<file path="config.mk">
export PLATFORM = sky130hd
export DESIGN_NAME = bus_uart_tx
export DESIGN_NICKNAME = d
export VERILOG_FILES = /design/src/rtl/uart_pkg.sv /design/src/rtl/bus_uart_tx_fifo.sv /design/src/rtl/bus_uart_tx.sv
export SDC_FILE = /design/constraint.sdc
export NUM_CORES = 1
export LEC_CHECK = 0
export ABC_CLOCK_PERIOD_IN_PS = 4500
export CORE_MARGIN = 2
export CORE_UTILIZATION = 35
export DETAILED_ROUTE_END_ITERATION = 16
export GPL_TIMING_DRIVEN = 0
export PLACE_DENSITY = 0.51
export SLEW_MARGIN = 30
export SYNTH_ARGS = -nofsm -noshare
export SYNTH_HDL_FRONTEND = slang
export SYNTH_SLANG_ARGS = --single-unit
</file>
<file path="constraint.sdc">
create_clock -name clk -period 4.5 [get_ports clk]
set_input_delay 0.9 -clock clk [delete_from_list [all_inputs] [get_ports clk]]
set_output_delay 0.9 -clock clk [all_outputs]
set_load 0.1 [all_outputs]
</file>
<file path="src/rtl/uart_pkg.sv">
// uart_pkg: shared register map, STATUS bit positions and TX state type for bus_uart_tx.
//   Register offsets : REG_TXDATA, REG_STATUS, REG_DIVLO, REG_DIVHI (address[1:0])
//   STATUS bits      : ST_BUSY, ST_FULL, ST_EMPTY, ST_OVF
//   tx_state_t       : IDLE, START, DATA, STOP
package uart_pkg;

    localparam logic [1:0] REG_TXDATA = 2'd0;
    localparam logic [1:0] REG_STATUS = 2'd1;
    localparam logic [1:0] REG_DIVLO  = 2'd2;
    localparam logic [1:0] REG_DIVHI  = 2'd3;

    localparam int ST_BUSY  = 0;
    localparam int ST_FULL  = 1;
    localparam int ST_EMPTY = 2;
    localparam int ST_OVF   = 3;

    typedef enum logic [1:0] {
        IDLE,
        START,
        DATA,
        STOP
    } tx_state_t;

    // A programmed divisor of zero still yields one-cycle bits.
    function automatic logic [15:0] eff_div(input logic [15:0] d);
        return (d == 16'd0) ? 16'd1 : d;
    endfunction

endpackage

</file>
<file path="src/rtl/bus_uart_tx_fifo.sv">
// byte_fifo: synchronous byte FIFO; a push while full is accepted when a pop happens on the same edge.
//   clk, reset_n : clock, asynchronous active-low reset (empties the FIFO)
//   push, din    : write request and data
//   pop, dout    : read request and head-of-queue data (valid while !empty)
//   full, empty  : occupancy flags
module byte_fifo #(
    parameter int DEPTH = 4
) (
    input  logic       clk,
    input  logic       reset_n,
    input  logic       push,
    input  logic [7:0] din,
    input  logic       pop,
    output logic [7:0] dout,
    output logic       full,
    output logic       empty
);

    localparam int AW = $clog2(DEPTH);

    // One extra pointer bit distinguishes full from empty when the indices match.
    logic [AW:0] wr_q, wr_d, rd_q, rd_d;
    logic [7:0]  mem_q [DEPTH];
    logic        do_push, do_pop;

    always_comb begin
        full    = (wr_q[AW] != rd_q[AW]) && (wr_q[AW-1:0] == rd_q[AW-1:0]);
        empty   = wr_q == rd_q;
        do_pop  = pop && !empty;
        do_push = push && (!full || do_pop);
        wr_d    = wr_q + {{AW{1'b0}}, do_push};
        rd_d    = rd_q + {{AW{1'b0}}, do_pop};
        dout    = mem_q[rd_q[AW-1:0]];
    end

    always_ff @(posedge clk or negedge reset_n) begin
        if (!reset_n) begin
            wr_q <= '0;
            rd_q <= '0;
        end else begin
            wr_q <= wr_d;
            rd_q <= rd_d;
        end
    end

    // When full with a simultaneous pop, the slot written is the one being read
    // out this cycle; dout is consumed before the edge overwrites it.
    always_ff @(posedge clk) begin
        if (do_push) mem_q[wr_q[AW-1:0]] <= din;
    end

endmodule

</file>
<file path="src/rtl/bus_uart_tx.sv">
// bus_uart_tx: memory-mapped 8N1 UART transmitter responding on the CPU memory bus.
//   clk, reset_n         : clock, asynchronous active-low reset
//   address, data_write  : CPU bus address and write data
//   read_write           : 1 = write, 0 = read
//   data_read, sel       : registered read data and read-mux select, one cycle after the access
//   tx                   : serial output, idle high
//   irq_n                : low while the FIFO is empty and the transmitter is idle
module bus_uart_tx
    import uart_pkg::*;
#(
    parameter logic [15:0] BASE        = 16'hD000,
    parameter logic [15:0] DEFAULT_DIV = 16'd434,
    parameter int          FIFO_DEPTH  = 4
) (
    input  logic        clk,
    input  logic        reset_n,
    input  logic [15:0] address,
    input  logic [7:0]  data_write,
    input  logic        read_write,
    output logic [7:0]  data_read,
    output logic        sel,
    output logic        tx,
    output logic        irq_n
);

    logic        hit, wr, rd, push, pop, last;
    logic [1:0]  off;
    logic        full, empty;
    logic [7:0]  fifo_dout, status, rdata;

    tx_state_t   state_q, state_d;
    logic [15:0] cnt_q, cnt_d;
    logic [15:0] bdiv_q, bdiv_d;
    logic [2:0]  idx_q, idx_d;
    logic [7:0]  shift_q, shift_d;
    logic        tx_q, tx_d;
    logic [15:0] div_q, div_d;
    logic        ovf_q, ovf_d;
    logic [7:0]  dr_q, dr_d;
    logic        sel_q, sel_d;

    byte_fifo #(.DEPTH(FIFO_DEPTH)) u_fifo (
        .clk     (clk),
        .reset_n (reset_n),
        .push    (push),
        .din     (data_write),
        .pop     (pop),
        .dout    (fifo_dout),
        .full    (full),
        .empty   (empty)
    );

    always_comb begin
        hit  = address[15:2] == BASE[15:2];
        off  = address[1:0];
        wr   = hit && read_write;
        rd   = hit && !read_write;
        push = wr && off == REG_TXDATA;
        state_d = state_q;
        cnt_d   = cnt_q;
        bdiv_d  = bdiv_q;
        idx_d   = idx_q;
        shift_d = shift_q;
        pop     = 1'b0;
        // bdiv_q latches the divisor at each bit boundary so a divisor write
        // never stretches or shortens the bit already on the line.
        last = cnt_q == bdiv_q - 16'd1;
        case (state_q)
            IDLE: begin
                if (!empty) begin
                    pop     = 1'b1;
                    shift_d = fifo_dout;
                    state_d = START;
                    cnt_d   = '0;
                    bdiv_d  = eff_div(div_q);
                end
            end
            START: begin
                if (last) begin
                    state_d = DATA;
                    idx_d   = '0;
                    cnt_d   = '0;
                    bdiv_d  = eff_div(div_q);
                end else begin
                    cnt_d = cnt_q + 16'd1;
                end
            end
            DATA: begin
                if (last) begin
                    shift_d = shift_q >> 1;
                    cnt_d   = '0;
                    bdiv_d  = eff_div(div_q);
                    state_d = (idx_q == 3'd7) ? STOP : DATA;
                    idx_d   = idx_q + 3'd1;
                end else begin
                    cnt_d = cnt_q + 16'd1;
                end
            end
            STOP: begin
                if (last) begin
                    cnt_d  = '0;
                    bdiv_d = eff_div(div_q);
                    if (!empty) begin
                        // Back-to-back frame: no idle bit between STOP and START.
                        pop     = 1'b1;
                        shift_d = fifo_dout;
                        state_d = START;
                    end else begin
                        state_d = IDLE;
                    end
                end else begin
                    cnt_d = cnt_q + 16'd1;
                end
            end
            default: state_d = IDLE;
        endcase
        // tx is registered from the next state so the line changes on the same
        // edge as the state, giving one cycle from TXDATA write to start bit.
        tx_d = (state_d == START) ? 1'b0 : (state_d == DATA) ? shift_d[0] : 1'b1;
        div_d = {(wr && off == REG_DIVHI) ? data_write : div_q[15:8],
                 (wr && off == REG_DIVLO) ? data_write : div_q[7:0]};
        // A dropped push only happens when full and the FSM is not popping.
        ovf_d = (rd && off == REG_STATUS) ? 1'b0 : (push && full && !pop) ? 1'b1 : ovf_q;
        status           = 8'h00;
        status[ST_BUSY]  = state_q != IDLE;
        status[ST_FULL]  = full;
        status[ST_EMPTY] = empty;
        status[ST_OVF]   = ovf_q;
        rdata = (off == REG_STATUS) ? status :
                (off == REG_DIVLO)  ? div_q[7:0] :
                (off == REG_DIVHI)  ? div_q[15:8] : 8'h00;
        dr_d  = rd ? rdata : 8'h00;
        sel_d = rd;
    end

    always_ff @(posedge clk or negedge reset_n) begin
        if (!reset_n) begin
            state_q <= IDLE;
            cnt_q   <= '0;
            bdiv_q  <= 16'd1;
            idx_q   <= '0;
            shift_q <= '0;
            tx_q    <= 1'b1;
            div_q   <= DEFAULT_DIV;
            ovf_q   <= 1'b0;
            dr_q    <= 8'h00;
            sel_q   <= 1'b0;
        end else begin
            state_q <= state_d;
            cnt_q   <= cnt_d;
            bdiv_q  <= bdiv_d;
            idx_q   <= idx_d;
            shift_q <= shift_d;
            tx_q    <= tx_d;
            div_q   <= div_d;
            ovf_q   <= ovf_d;
            dr_q    <= dr_d;
            sel_q   <= sel_d;
        end
    end

    assign data_read = dr_q;
    assign sel       = sel_q;
    assign tx        = tx_q;
    assign irq_n     = !(state_q == IDLE && empty);

endmodule

</file>
==> impl.org <==
** Run status
- Result of the run :: complete, no violations

** Final layout
- Layout Utilization :: 0.425
- Of the cells placed in the final design, the portion with a size suffix greater than 1 is 0.157.
- Area of all placed cells without fillers :: 0.00644 mm^2
- Area growth from synthesis to final layout :: 18.9%
- Antenna fix cells :: 0
- Post-layout nets :: 558

** Synth
- Average instance area after synthesis :: 11.6 um^2
- Number of instances in the synthesized netlist :: 465
- The share of synthesized area in the top cell type comes to 0.328.
- Sorting the synthesized cells by area gives the leading types as sky130_fd_sc_hd__dfrtp_1, sky130_fd_sc_hd__edfxtp_1, sky130_fd_sc_hd__mux2_2.
- Of the synthesized area, sequential elements account for 0.540.
- The netlist uses 61 different library cells.
- The commonest cells after synthesis are sky130_fd_sc_hd__dfrtp_1, sky130_fd_sc_hd__nand2_1, sky130_fd_sc_hd__nor2_1, sky130_fd_sc_hd__edfxtp_1, sky130_fd_sc_hd__mux2_2.
- For this run, the leading register cell type out of synthesis is sky130_fd_sc_hd__dfrtp_1.
- During synthesis, Yosys emitted a total of 0 warnings.
- In the synthesized netlist the async set-or-reset flop fraction comes to 0.709.
- After synthesis the cells add up to 0.00542 mm^2.
- Synthesized flop and latch total :: 110
- Of all cell types, the one taking the most synthesized area is sky130_fd_sc_hd__dfrtp_1.
- Post-Synthesis Net Count :: 506
- Among all cell types in the netlist, the one instantiated most often is sky130_fd_sc_hd__dfrtp_1.
- Yosys mapped a number of flops with a built-in enable equal to 32.

** Critical path
- Worst endpoint required time :: 3.60 ns
- Data on the critical path arrives at its endpoint at 3.25 ns.
- Crit Path Class :: reg2out
- Critical Path Start Type :: flip-flop
- Setup crit end kind :: output pin
- Of all nets on the critical path, the largest fanout is 9.

** Routing
- DRC viols :: 0
- After detailed routing, the total wire length is 11.8 mm.
- Number of nets with antenna violations after detailed routing :: 0
- Wire per inst :: 16.6 um
- After the first detailed-routing iteration, the DRC count stood at 203.
- Per-cell via count in the routed design :: 5.11
- For this block, the via count after detailed routing is 3626.
- Detailed-routing iteration count for the pre-antenna-repair pass :: 4

** Power and ir drop
- Net Switching :: 993 uW
- Internal power of the cells :: 1.86 mW
- The share of total power dissipated in sequential elements is 0.403.
- After layout, the design draws a total of 2.85 mW.
- The worst-case IR drop observed on VDD is 0.194 mV.
- Share of power burned in the clock network :: 0.281
- Switching part of the total power :: 0.348
- Comb power frac :: 0.316
- Power spread over the standard cell area amounts to 443 mW/mm^2.
- Static leakage power :: 2.72 nW

** Floorplanning
- Die X-Extent :: 128 um
- The die is 128 um tall.
- For this configuration, the core starts out at a cell density of 0.358.
- Area of the die :: 0.0165 mm^2
- Number of rows in the core area :: 45
- Pin placement for this block handled 38 I/O pins.
- The total area inside the core boundary comes to 0.0151 mm^2.

** Clock tree
- Counting the buffers created by CTS gives 9.
- Counting along the longest clock path gives a buffer depth of 2.
- After clock tree synthesis, the clock-pin slew on the worst setup and hold paths is 0.08 ns.
- The H-tree was split into 3 levels.
- Number of hold-repair buffers added at the cts stage :: 0
- CTS Root Cell :: sky130_fd_sc_hd__clkbuf_16
- The clock reaches the later pin of the worst-skew pair after 0.36 ns.
- CTS tree :: yes
- Sinks on the clock net :: 110

** Timing
- Headroom to the max-slew limit came out at 0.343.
- Number of max-slew violations in the final report :: 0
- Between clock sinks in the finished design, the worst skew comes to 0.00845 ns.
- Final hold violations :: 0
- Across all setup checks in the final design, the least slack found is 0.351 ns.
- Post-route worst hold slack :: 0.358 ns
- Setup violations, final :: 0
- Highest attainable clock frequency :: 241 MHz
- Tightest Pin Transition :: 0.983 ns
- In the finished design, the share of the clock period the worst path needs comes to 0.922.
- Counting I/O delays and the setup requirement, the final critical path takes 4.15 ns.
- Setup repair after global routing left no endpoint under its margin.

** Global route
- Total gr overflow :: 0
- The first global-routing pass estimated 19.8 mm of wire.
- The initial antenna violation count came to 0.
- Overall global routing resource usage :: 0.156
- The number of global-route vias before repair is 3742.
- Largest net degree at the start of global routing :: 65

** Placed design
- At the end of routability-driven placement, the weighted congestion stood at 0.751.
- Prior to clock tree synthesis, the placed netlist has a worst setup slack of -0.157 ns.
- Detailed placement finished with a half-perimeter wire length of 8.46 mm.
- Input/output buffers :: 36
- Placement Cell Area :: 0.00605 mm^2

** Min path
- Path category of the worst min-delay check :: in2async

** Run
- Maximum capacitance violations :: 0
## per-stage QoR
stage,std cells,setup TNS (ns)
after floorplan,465,0
after global placement,689,-32.86
after detailed placement,690,-2.84
after CTS,710,0
after global routing,710,0
final,710,0
## kinds of logic after synthesis
| group | share of synthesized area |
|---|---|
| compound gates | 0.0890 |
| xor+xnor | 0.0679 |
| fa+ha+maj | 0.0323 |
| buf+inv | 0.0263 |
| flops | 0.540 |
| mux | 0.109 |
| simple gates | 0.136 |
## metal layers
metal / GRT usage / vias up / part of all wire
met3: 0.0333 / 5 / 0.029
met2: 0.243 / 50 / 0.46
li1: - / 1788 / -
met1: 0.219 / 1783 / 0.51
met4: 0.0452 / 0 / 0.0068
met5: 0 / - / 0
## final timing paths
| path | start | to | slack, ns | depth (start not counted) |
|---|---|---|---|---|
| worst max-delay path | u_fifo.rd_q[0] | irq_n | 0.35 | 5 |
| worst min-delay path | reset_n | div_q[12] | 0.36 | 1 |
| worst max register to register | bdiv_q[1] | u_fifo.mem_q[3][1] | 0.39 | 12 |
| worst min register to register | u_fifo.wr_q[2] | u_fifo.wr_q[2] | 0.49 | 1 |
| max in group asynchronous | reset_n | tx | 3.55 | 2 |
| min in group clk | u_fifo.wr_q[2] | u_fifo.wr_q[2] | 0.49 | 1 |
## layout by cell type, fill, tap and decap left out, types with 3 or more instances in the layout
cell,synthesis,layout
sky130_fd_sc_hd__mux2_1,5,5
sky130_fd_sc_hd__nor3_1,7,6
sky130_fd_sc_hd__a21oi_1,22,22
sky130_fd_sc_hd__inv_1,12,12
sky130_fd_sc_hd__a31oi_1,3,3
sky130_fd_sc_hd__nand2_1,45,45
sky130_fd_sc_hd__nand3_1,7,6
sky130_fd_sc_hd__nand4_1,6,6
sky130_fd_sc_hd__dfrtp_1,71,71
sky130_fd_sc_hd__o21ai_0,18,17
sky130_fd_sc_hd__clkdlybuf4s50_1,0,35
sky130_fd_sc_hd__edfxtp_1,32,32
sky130_fd_sc_hd__clkbuf_16,0,9
sky130_fd_sc_hd__nor2_1,41,41
sky130_fd_sc_hd__mux2_2,28,28
sky130_fd_sc_hd__xnor2_1,21,21
sky130_fd_sc_hd__xor2_1,21,21
sky130_fd_sc_hd__and3_1,10,9
sky130_fd_sc_hd__ha_1,14,14
sky130_fd_sc_hd__a22oi_1,6,6
sky130_fd_sc_hd__buf_2,3,3
sky130_fd_sc_hd__mux2i_1,4,4
sky130_fd_sc_hd__or3_1,7,7
sky130_fd_sc_hd__nand2b_1,4,4
sky130_fd_sc_hd__clkbuf_1,10,10
sky130_fd_sc_hd__nor4_1,8,8
sky130_fd_sc_hd__buf_6,2,3
sky130_fd_sc_hd__a22o_1,4,4
sky130_fd_sc_hd__dfstp_2,7,7
sky130_fd_sc_hd__mux4_2,8,8
sky130_fd_sc_hd__inv_8,0,3
## registers in the layout (all words and copies together) (netlist names)
register and count:
div_q 16, ovf_q 1, data_read 8, state_q 2
sel 1, u_fifo.mem_q 32, bdiv_q 16, idx_q 3
tx 1, shift_q 8, cnt_q 16, u_fifo.rd_q 3
u_fifo.wr_q 3
## final cells by class
cell class | count | area [um^2]
fill | 1420 | 8710
sequential | 110 | 2920
multi-input combinational | 325 | 2390
timing repair buffer | 41 | 444
tap | 188 | 235
clock buffer | 9 | 225
buffer | 18 | 97.6
clock inverter | 7 | 75.1
inverter | 12 | 45.0
## worst max-delay path: stages (launching register included)
cell and delay [ns]:
sky130_fd_sc_hd__dfrtp_1 0.36, sky130_fd_sc_hd__clkbuf_1 0.57, sky130_fd_sc_hd__xnor2_1 0.25, sky130_fd_sc_hd__and3_1 0.27, sky130_fd_sc_hd__nand2_1 0.24, sky130_fd_sc_hd__clkdlybuf4s50_1 1.20
## timing repair
action / in CTS / in global routing
endpoints found under the setup margin: 32 / 34
setup buffers: 4 / 0
gates cloned: 0 / 0
pin swaps: 3 / 1
gates resized for setup: 5 / 2
## power by group through the flow
stage,Combinational (mW),Clock (mW),Sequential [mW]
final,0.901,0.803,1.15
after global routing,1.01,0.868,1.16
after CTS,0.916,0.828,1.15
after detailed placement,0.914,0,1.17
after global placement,0.900,0,1.17
after floorplan,0.644,0,1.19
Note: power is estimated with default switching activity, not from simulation.
